**src/rtl/spi_slave_shift_unit.sv**
```systemverilog
// SPI slave serial engine: synchronises SCLK/SS/MOSI into PCLK, detects mode-dependent
// sample/shift edges, assembles RX words and drives MISO from a single-entry TX buffer.
module spi_slave_shift_unit #(
  parameter int DATA_W = 8,
  parameter int SYNC_W = 2
) (
  input  logic              PCLK,
  input  logic              PRESET,
  input  logic              spe_i,
  input  logic              cpol_i,
  input  logic              cpha_i,
  input  logic              lsbfe_i,
  input  logic              sclk_i,
  input  logic              ss_i,
  input  logic              mosi_i,
  output logic              miso_o,
  output logic              miso_oe_o,
  input  logic [DATA_W-1:0] tx_data_i,
  input  logic              tx_load_i,
  output logic              tx_ready_o,
  output logic              tx_underrun_o,
  output logic [DATA_W-1:0] rx_data_o,
  output logic              rx_valid_o,
  output logic              busy_o
);

  localparam int CNT_W = $clog2(DATA_W);

  typedef enum logic {IDLE, ACTIVE} state_t;

  state_t              state_q, state_d;
  logic [SYNC_W-1:0]   sclk_sync_q, sclk_sync_d;
  logic [SYNC_W-1:0]   ss_sync_q, ss_sync_d;
  logic [SYNC_W-1:0]   mosi_sync_q, mosi_sync_d;
  logic                sclk_dly_q, sclk_dly_d;
  logic [CNT_W-1:0]    bit_cnt_q, bit_cnt_d;
  logic [DATA_W-1:0]   rx_shift_q, rx_shift_d;
  logic [DATA_W-1:0]   tx_shift_q, tx_shift_d;
  logic [DATA_W-1:0]   tx_buf_q, tx_buf_d;
  logic                tx_ready_q, tx_ready_d;
  logic                load_pending_q, load_pending_d;
  logic [DATA_W-1:0]   rx_data_q, rx_data_d;
  logic                rx_valid_q, rx_valid_d;
  logic                underrun_q, underrun_d;

  logic                sclk_s, ss_s, mosi_s;
  logic                rise, fall, lead, trail, samp, shft;
  logic                load_now;
  logic [DATA_W-1:0]   rx_word;

  assign sclk_s = sclk_sync_q[SYNC_W-1];
  assign ss_s   = ss_sync_q[SYNC_W-1];
  assign mosi_s = mosi_sync_q[SYNC_W-1];

  assign rise  = sclk_s & ~sclk_dly_q;
  assign fall  = ~sclk_s & sclk_dly_q;
  assign lead  = cpol_i ? fall : rise;
  assign trail = cpol_i ? rise : fall;
  assign samp  = cpha_i ? trail : lead;
  assign shft  = cpha_i ? lead : trail;

  assign rx_word = lsbfe_i ? {mosi_s, rx_shift_q[DATA_W-1:1]}
                           : {rx_shift_q[DATA_W-2:0], mosi_s};

  always_comb begin
    state_d        = state_q;
    sclk_sync_d    = {sclk_sync_q[SYNC_W-2:0], sclk_i};
    ss_sync_d      = {ss_sync_q[SYNC_W-2:0], ss_i};
    mosi_sync_d    = {mosi_sync_q[SYNC_W-2:0], mosi_i};
    sclk_dly_d     = sclk_s;
    bit_cnt_d      = bit_cnt_q;
    rx_shift_d     = rx_shift_q;
    tx_shift_d     = tx_shift_q;
    tx_buf_d       = tx_buf_q;
    tx_ready_d     = tx_ready_q;
    load_pending_d = load_pending_q;
    rx_data_d      = rx_data_q;
    rx_valid_d     = 1'b0;
    underrun_d     = 1'b0;
    load_now       = 1'b0;

    case (state_q)
      IDLE: begin
        if (!ss_s && spe_i) begin
          state_d   = ACTIVE;
          bit_cnt_d = '0;
          if (cpha_i) load_pending_d = 1'b1;
          else        load_now       = 1'b1;
        end
      end
      ACTIVE: begin
        // Deselect aborts immediately; any partial word is simply dropped.
        if (ss_s || !spe_i) begin
          state_d        = IDLE;
          bit_cnt_d      = '0;
          load_pending_d = 1'b0;
          tx_shift_d     = '0;
        end else if (samp) begin
          rx_shift_d = rx_word;
          if (bit_cnt_q == CNT_W'(DATA_W-1)) begin
            rx_data_d      = rx_word;
            rx_valid_d     = 1'b1;
            bit_cnt_d      = '0;
            load_pending_d = 1'b1;
          end else begin
            bit_cnt_d = bit_cnt_q + CNT_W'(1);
          end
        end else if (shft) begin
          if (load_pending_q) begin
            load_now       = 1'b1;
            load_pending_d = 1'b0;
          end else if (lsbfe_i) begin
            tx_shift_d = {1'b0, tx_shift_q[DATA_W-1:1]};
          end else begin
            tx_shift_d = {tx_shift_q[DATA_W-2:0], 1'b0};
          end
        end
      end
      default: state_d = IDLE;
    endcase

    if (load_now) begin
      if (!tx_ready_q) begin
        tx_shift_d = tx_buf_q;
        tx_ready_d = 1'b1;
      end else begin
        tx_shift_d = '1;
        underrun_d = 1'b1;
      end
    end

    // A write is judged against the pre-load buffer state, so it can land
    // in the same cycle an empty buffer underruns.
    if (tx_load_i && tx_ready_q) begin
      tx_buf_d   = tx_data_i;
      tx_ready_d = 1'b0;
    end
  end

  always_ff @(posedge PCLK or posedge PRESET) begin
    if (PRESET) begin
      state_q        <= IDLE;
      sclk_sync_q    <= '0;
      ss_sync_q      <= '1;
      mosi_sync_q    <= '0;
      sclk_dly_q     <= 1'b0;
      bit_cnt_q      <= '0;
      rx_shift_q     <= '0;
      tx_shift_q     <= '0;
      tx_buf_q       <= '0;
      tx_ready_q     <= 1'b1;
      load_pending_q <= 1'b0;
      rx_data_q      <= '0;
      rx_valid_q     <= 1'b0;
      underrun_q     <= 1'b0;
    end else begin
      state_q        <= state_d;
      sclk_sync_q    <= sclk_sync_d;
      ss_sync_q      <= ss_sync_d;
      mosi_sync_q    <= mosi_sync_d;
      sclk_dly_q     <= sclk_dly_d;
      bit_cnt_q      <= bit_cnt_d;
      rx_shift_q     <= rx_shift_d;
      tx_shift_q     <= tx_shift_d;
      tx_buf_q       <= tx_buf_d;
      tx_ready_q     <= tx_ready_d;
      load_pending_q <= load_pending_d;
      rx_data_q      <= rx_data_d;
      rx_valid_q     <= rx_valid_d;
      underrun_q     <= underrun_d;
    end
  end

  assign busy_o        = (state_q == ACTIVE);
  assign miso_oe_o     = (state_q == ACTIVE);
  assign miso_o        = (state_q == ACTIVE) &
                         (lsbfe_i ? tx_shift_q[0] : tx_shift_q[DATA_W-1]);
  assign tx_ready_o    = tx_ready_q;
  assign tx_underrun_o = underrun_q;
  assign rx_data_o     = rx_data_q;
  assign rx_valid_o    = rx_valid_q;

endmodule

```
**config.mk**
```make
export PLATFORM = sky130hd
export DESIGN_NAME = spi_slave_shift_unit
export DESIGN_NICKNAME = d
export VERILOG_FILES = /design/src/rtl/spi_slave_shift_unit.sv
export SDC_FILE = /design/constraint.sdc
export NUM_CORES = 1
export LEC_CHECK = 0
export CORE_ASPECT_RATIO = 1.2
export CORE_UTILIZATION = 54
export DETAILED_ROUTE_END_ITERATION = 12
export PLACE_DENSITY = 0.87
export SYNTH_ARGS = -nofsm -noshare
export SYNTH_HDL_FRONTEND = slang
export SYNTH_SLANG_ARGS = --single-unit
```
**constraint.sdc**
```tcl
create_clock -name PCLK -period 2.1 [get_ports PCLK]
set_clock_uncertainty 0.05 [all_clocks]
set_input_delay 0.21 -clock PCLK [delete_from_list [all_inputs] [get_ports PCLK]]
set_output_delay 0.21 -clock PCLK [all_outputs]
set_load 0.02 [all_outputs]
```
; After elaboration in Yosys (flattened, before gate mapping)
; Cells that the tools add are included.
[totals]
reg_bits = 47
input_bits = 18
output_inout_bits = 14
word_cells = 87
[classes]
addsub = 1
n_bitwise = 7
n_mux = 44
reduce_logical = 13
n_eq_ne = 8
[op_table]
columns = cell, n
row1 = 2-to-1 mux 8 bit, 9
row2 = 2-to-1 mux 1 bit, 27
row3 = 2-to-1 mux 3 bit, 4
row4 = AND reduction 4 bit, 3
row5 = inequality test 3 x 1 -> 1 bit (second input constant), 3
row6 = one-hot mux 1 bit (2 select lines), 3
row7 = one-hot mux 3 bit (2 select lines), 1
row8 = inequality test 2 bit (second input constant), 2
row9 = inequality test 4 x 1 -> 1 bit (second input constant), 1
row10 = inequality test 4 x 2 -> 1 bit (second input constant), 1
row11 = inverter 1 bit, 4
row12 = nonzero test 2 bit, 2
row13 = adder 3 x 1 -> 3 bit (second input constant), 1
row14 = bitwise AND 1 bit, 3
row15 = == test 3 bit (second input constant), 1
row16 = AND reduction 3 bit, 1
row17 = nonzero test 3 bit, 1
row18 = logical AND 1 bit, 2
row19 = logical NOT 1 bit, 2
row20 = AND reduction 2 bit, 1
row21 = logical OR 1 bit, 1

; Longest topological paths before layout
[depth]
depth_word = 10
depth_mapped = 7
ltp_nobuf = 5

; Worst setup path after synthesis
; Ideal clock, no wire load.
[synth_timing]
kind = register to register
start = register sclk_sync_q[1]
end = register tx_shift_q[0]
arrival_ns = 1.525
stages_incl_launch_ff = 6
path_buffers = 0
synth_period_minus_slack_ns = 1.697
setup_slack_ns = 0.403
setup_ns = 0.122
t_required_ns = 1.928
path_cell_list = dfrtp_1 > or3b_1 > a21oi_2 > o31ai_2 > or2_0 > a32o_1
[synth_between]
elab_chain_len = 10
word_cells_on_any_way = 17
cone_classes = eq/ne (2) / mux (9) / bitwise (3) / reduce/logical (3)
[synth_lines]
columns = item, line_no
row1 = "start, declared", 32  ; logic [SYNC_W-1:0] sclk_sync_q, sclk_sync_d;
row2 = "start signal, assigned", 158  ; sclk_sync_q <= sclk_sync_d;
row3 = inverter 1 bit, 56  ; assign fall = ~sclk_s & sclk_dly_q;
row4 = bitwise AND 1 bit, 56
row5 = "2-to-1 mux 1 bit, on equally long branches", "58, 57"
row6 = 2-to-1 mux 1 bit, 60  ; assign shft = cpha_i ? lead : trail;
row7 = 2-to-1 mux 1 bit, 108  ; end else if (shft) begin
row8 = 2-to-1 mux 1 bit, 98  ; end else if (samp) begin
row9 = 2-to-1 mux 1 bit, 93  ; if (ss_s || !spe_i) begin
row10 = one-hot mux 1 bit (2 select lines), 82  ; case (state_q)
row11 = inequality test 3 x 1 -> 1 bit (no line) (tied with other cells), --
row12 = AND reduction 4 bit (no line), --
row13 = "end signal, assigned", 164  ; tx_shift_q <= tx_shift_d;
row14 = "end, declared", 38  ; logic [DATA_W-1:0] tx_shift_q, tx_shift_d;
; Several ways; a longest one is shown, not always the timed one.
; A chain may end at the register's enable or synchronous reset.

; Worst setup path after layout
[layout_timing]
start = register state_q, in the netlist busy_o
end = output port miso_oe_o
[layout_lines]
columns = item, line_no
row1 = "start, declared", 31  ; state_t state_q, state_d;
row2 = "start signal, assigned", 157  ; state_q <= state_d;
row3 = "end, declared", 17  ; output logic miso_oe_o,
; No word-level cell between the ends.

==> qor.csv <==
metric,value,unit
Area Overhead vs Synth,24.0,%
post-route clock period utilization,89.1,%
Yosys top cell by area,dfrtp_1,
die area,0.00437,mm²
Starting Density,56.3,%
Yosys cell types,38,
register share of total power,52.8,%
startpoint types,register,
final setup TNS,0,ns
number of synthesized flops with an enable pin,0,
dpl ws,0.0301,ns
Worst R2R Start,sclk_dly_q,
# diodes,0,
LEAKAGE,1.25,nW
Layout fillers,293,
Pre-antenna DRT Iters,4,
grt ovf,0,
RSZ-0062 raised after global routing,false,
CTS tree,done,
Logic pwr share,16.0,%
Max Root-Sink Buffers,2,
count of final setup violators,0,
pwr/cell area,741,mW/mm²
hold buffers post-CTS,0,
Max Fclk,534,MHz
first-pass GRT wire length,6890,µm
pin count of the biggest net entering global routing,22,
area of the core,0.00394,mm²
relative max-transition margin,49.4,%
Placed Area,0.00265,mm²
H-tree depth,2,
Vias,1508,
Die Span X,60.5,µm
Post-CTS Setup Inserts,0,
Reg2Reg Setup Slack,0.32,ns
DP HPWL,2970,µm
setup slack after layout,0.229,ns
DIE HEIGHT,72.2,µm
# DRC,0,
Worst Setup Path Type,reg2out,
Synth area leaders,"dfrtp_1 50%, mux2_2 8.1%, mux2i_1 6.3%",
Placer Congestion,0.817,
Worst Path Arrival,1.61,ns
CP endpoint kind,output port,
Yosys reg bits,47,
DR WL/cell,15.0,µm
"Reg clk slew, reported paths",0.08,ns
share of the core filled with cells,69.8,%
Num CTS Buffers,5,
post-route ant nets,0,
r2r worst-path depth,5,
clk root buf,clkbuf_8,
status,completed,
vias per cell,5.50,
post-synthesis async set-or-reset flop share,100,%
Synthesis Warnings,0,
Avg Inst Size Synth,12.5,µm²
Max Slew Vio Count,0,
Final Hold Fails,0,
Layout Nets,239,
CP required,1.84,ns
Clock Power Share,31.2,%
num ports,32,
dpl cells,266,
Clock Latency Late Sink,0.29,ns
FP Rows,25,
Reg-to-Reg End,tx_shift_q[7],
share of cells above drive strength 1,23.6,%
worst slew pin tran,0.755,ns
Switch Pwr,0.000498,W
clock sink total,47,
Switching Share,24.4,%
1st-iter DRT viols,77,
"Net Count, Synth",197,
Mapped Cells,177,
Most used DFF post-synth,dfrtp_1,
Post-Layout Cell Count,274,
drt total wl,4110,µm
worst vdd ir,0.000555,V
register area share after synthesis,53.2,%
synthesized cell area,0.00222,mm²
class of the worst hold path,in2async,
Worst Path Max Fanout,10,
Int Pwr,0.00154,W
initial antenna violation count,0,
final instance area,0.00275,mm²
Max Cap Viol,0,
area share of the largest cell type after synthesis,49.6,%
Port-buffer cells,31,
CTS resizes,0,
vias in the first global route,1557,
Total GRT Usage,21.4,%
Tmin final,1.87,ns
-- critical path, stage by stage, from the launching register on --
cell             delay, ns
dfrtp_1               0.47
buf_4                 0.23
clkdlybuf4s50_1       0.62
-- cells by family (layout without fill, tap and decap cells) --
kind of cell | count (synthesis) | after routing | share of synthesized area (%)
AO/OA/AOI/OAI | 35 | 35 | 11.9
flip-flops | 47 | 47 | 53.2
XOR/XNOR | 1 | 1 | 0.733
buffers and inverters | 12 | 55 | 3.10
adder cells (fa/ha/maj) | 2 | 2 | 1.13
AND/OR/NAND/NOR | 42 | 42 | 10.1
multiplexers | 38 | 38 | 19.9
-- cell usage after synthesis, types with 2 or more instances --
cell type / number
a211o_1: 6
a21oi_1: 2
a21oi_2: 2
a31oi_1: 3
buf_4: 2
buf_6: 2
clkbuf_1: 3
dfrtp_1: 44
dfstp_2: 3
ha_1: 2
inv_1: 3
mux2_2: 16
mux2_4: 8
mux2i_1: 14
nand2_1: 15
nand2b_1: 3
nand3b_1: 2
nor2_1: 9
nor2b_1: 3
nor3_1: 3
o21ai_0: 6
o22ai_1: 4
o2bb2ai_1: 6
or3b_1: 2
-- area by class of cell --
cell class	instances	area (µm²)	share of cell area (%)
clock buffers	7	76.3	2.77
clock inverters	1	30.0	1.09
inverters	4	15.0	0.546
multi-input cells	118	970	35.2
flip-flops and latches	47	1180	42.9
well taps	54	67.6	2.46
repair buffers	43	413	15.0
-- worst max-delay path by stage --
stage / startpoint / endpoint / slack (ns)
after floorplan: sclk_sync_q[1] / tx_shift_q[0] / 0.40
after global placement: cpol_i / rx_shift_q[7] / 0.07
after detailed placement: cpol_i / tx_shift_q[0] / 0.03
after CTS: busy_o / miso_oe_o / 0.22
after global routing: cpol_i / tx_shift_q[0] / 0.15
final: busy_o / miso_oe_o / 0.23
-- placed cells by master, fill, tap and decap left out, types with 3 or more instances in the layout --
| master | instances |
|---|---|
| mux2i_1 | 14 |
| clkdlybuf4s50_1 | 31 |
| o22ai_1 | 4 |
| o21ai_0 | 6 |
| clkbuf_8 | 5 |
| nand2b_1 | 3 |
| nand2_1 | 15 |
| nor2b_1 | 3 |
| o2bb2ai_1 | 6 |
| buf_4 | 11 |
| nor3_1 | 3 |
| mux2_2 | 16 |
| a31oi_1 | 3 |
| dfstp_2 | 3 |
| a211o_1 | 6 |
| nor2_1 | 9 |
| dfrtp_1 | 44 |
| mux2_4 | 8 |
-- through the flow --
step	hold slack, ns	power [W]
2_1_floorplan	0.164	0.00130
3_3_place_gp	0.283	0.00140
3_5_place_dp	0.296	0.00142
4_1_cts	0.238	0.00206
5_1_grt	0.275	0.00214
6_report	0.216	0.00204
-- state kept, by name (all words and copies together), names as in the netlist, 2 cells and up --
| signal | flops |
|---|---|
| rx_data_o | 8 |
| rx_shift_q | 8 |
| tx_buf_q | 8 |
| tx_shift_q | 8 |
| bit_cnt_q | 3 |
| mosi_sync_q | 2 |
| sclk_sync_q | 2 |
| ss_sync_q | 2 |
-- layer usage --
layer	part of all wire, %	track usage [%]	vias to the layer above
met2	50	35.2	29
li1	-	-	727
met1	45	27.1	746
met4	1.5	8.59	0
met3	3.1	4.81	6
met5	0	0	-
-- power by group through the flow --
| stage | registers [W] | logic [W] | clock network, W |
|---|---|---|---|
| after detailed placement | 0.00109 | 0.000328 | 0 |
| after global placement | 0.00109 | 0.000315 | 0 |
| after global routing | 0.00109 | 0.000361 | 0.000685 |
| after floorplan | 0.00107 | 0.000222 | 0 |
| final | 0.00108 | 0.000326 | 0.000636 |
| after CTS | 0.00108 | 0.000330 | 0.000650 |
Note: power is estimated with default switching activity, not from simulation.
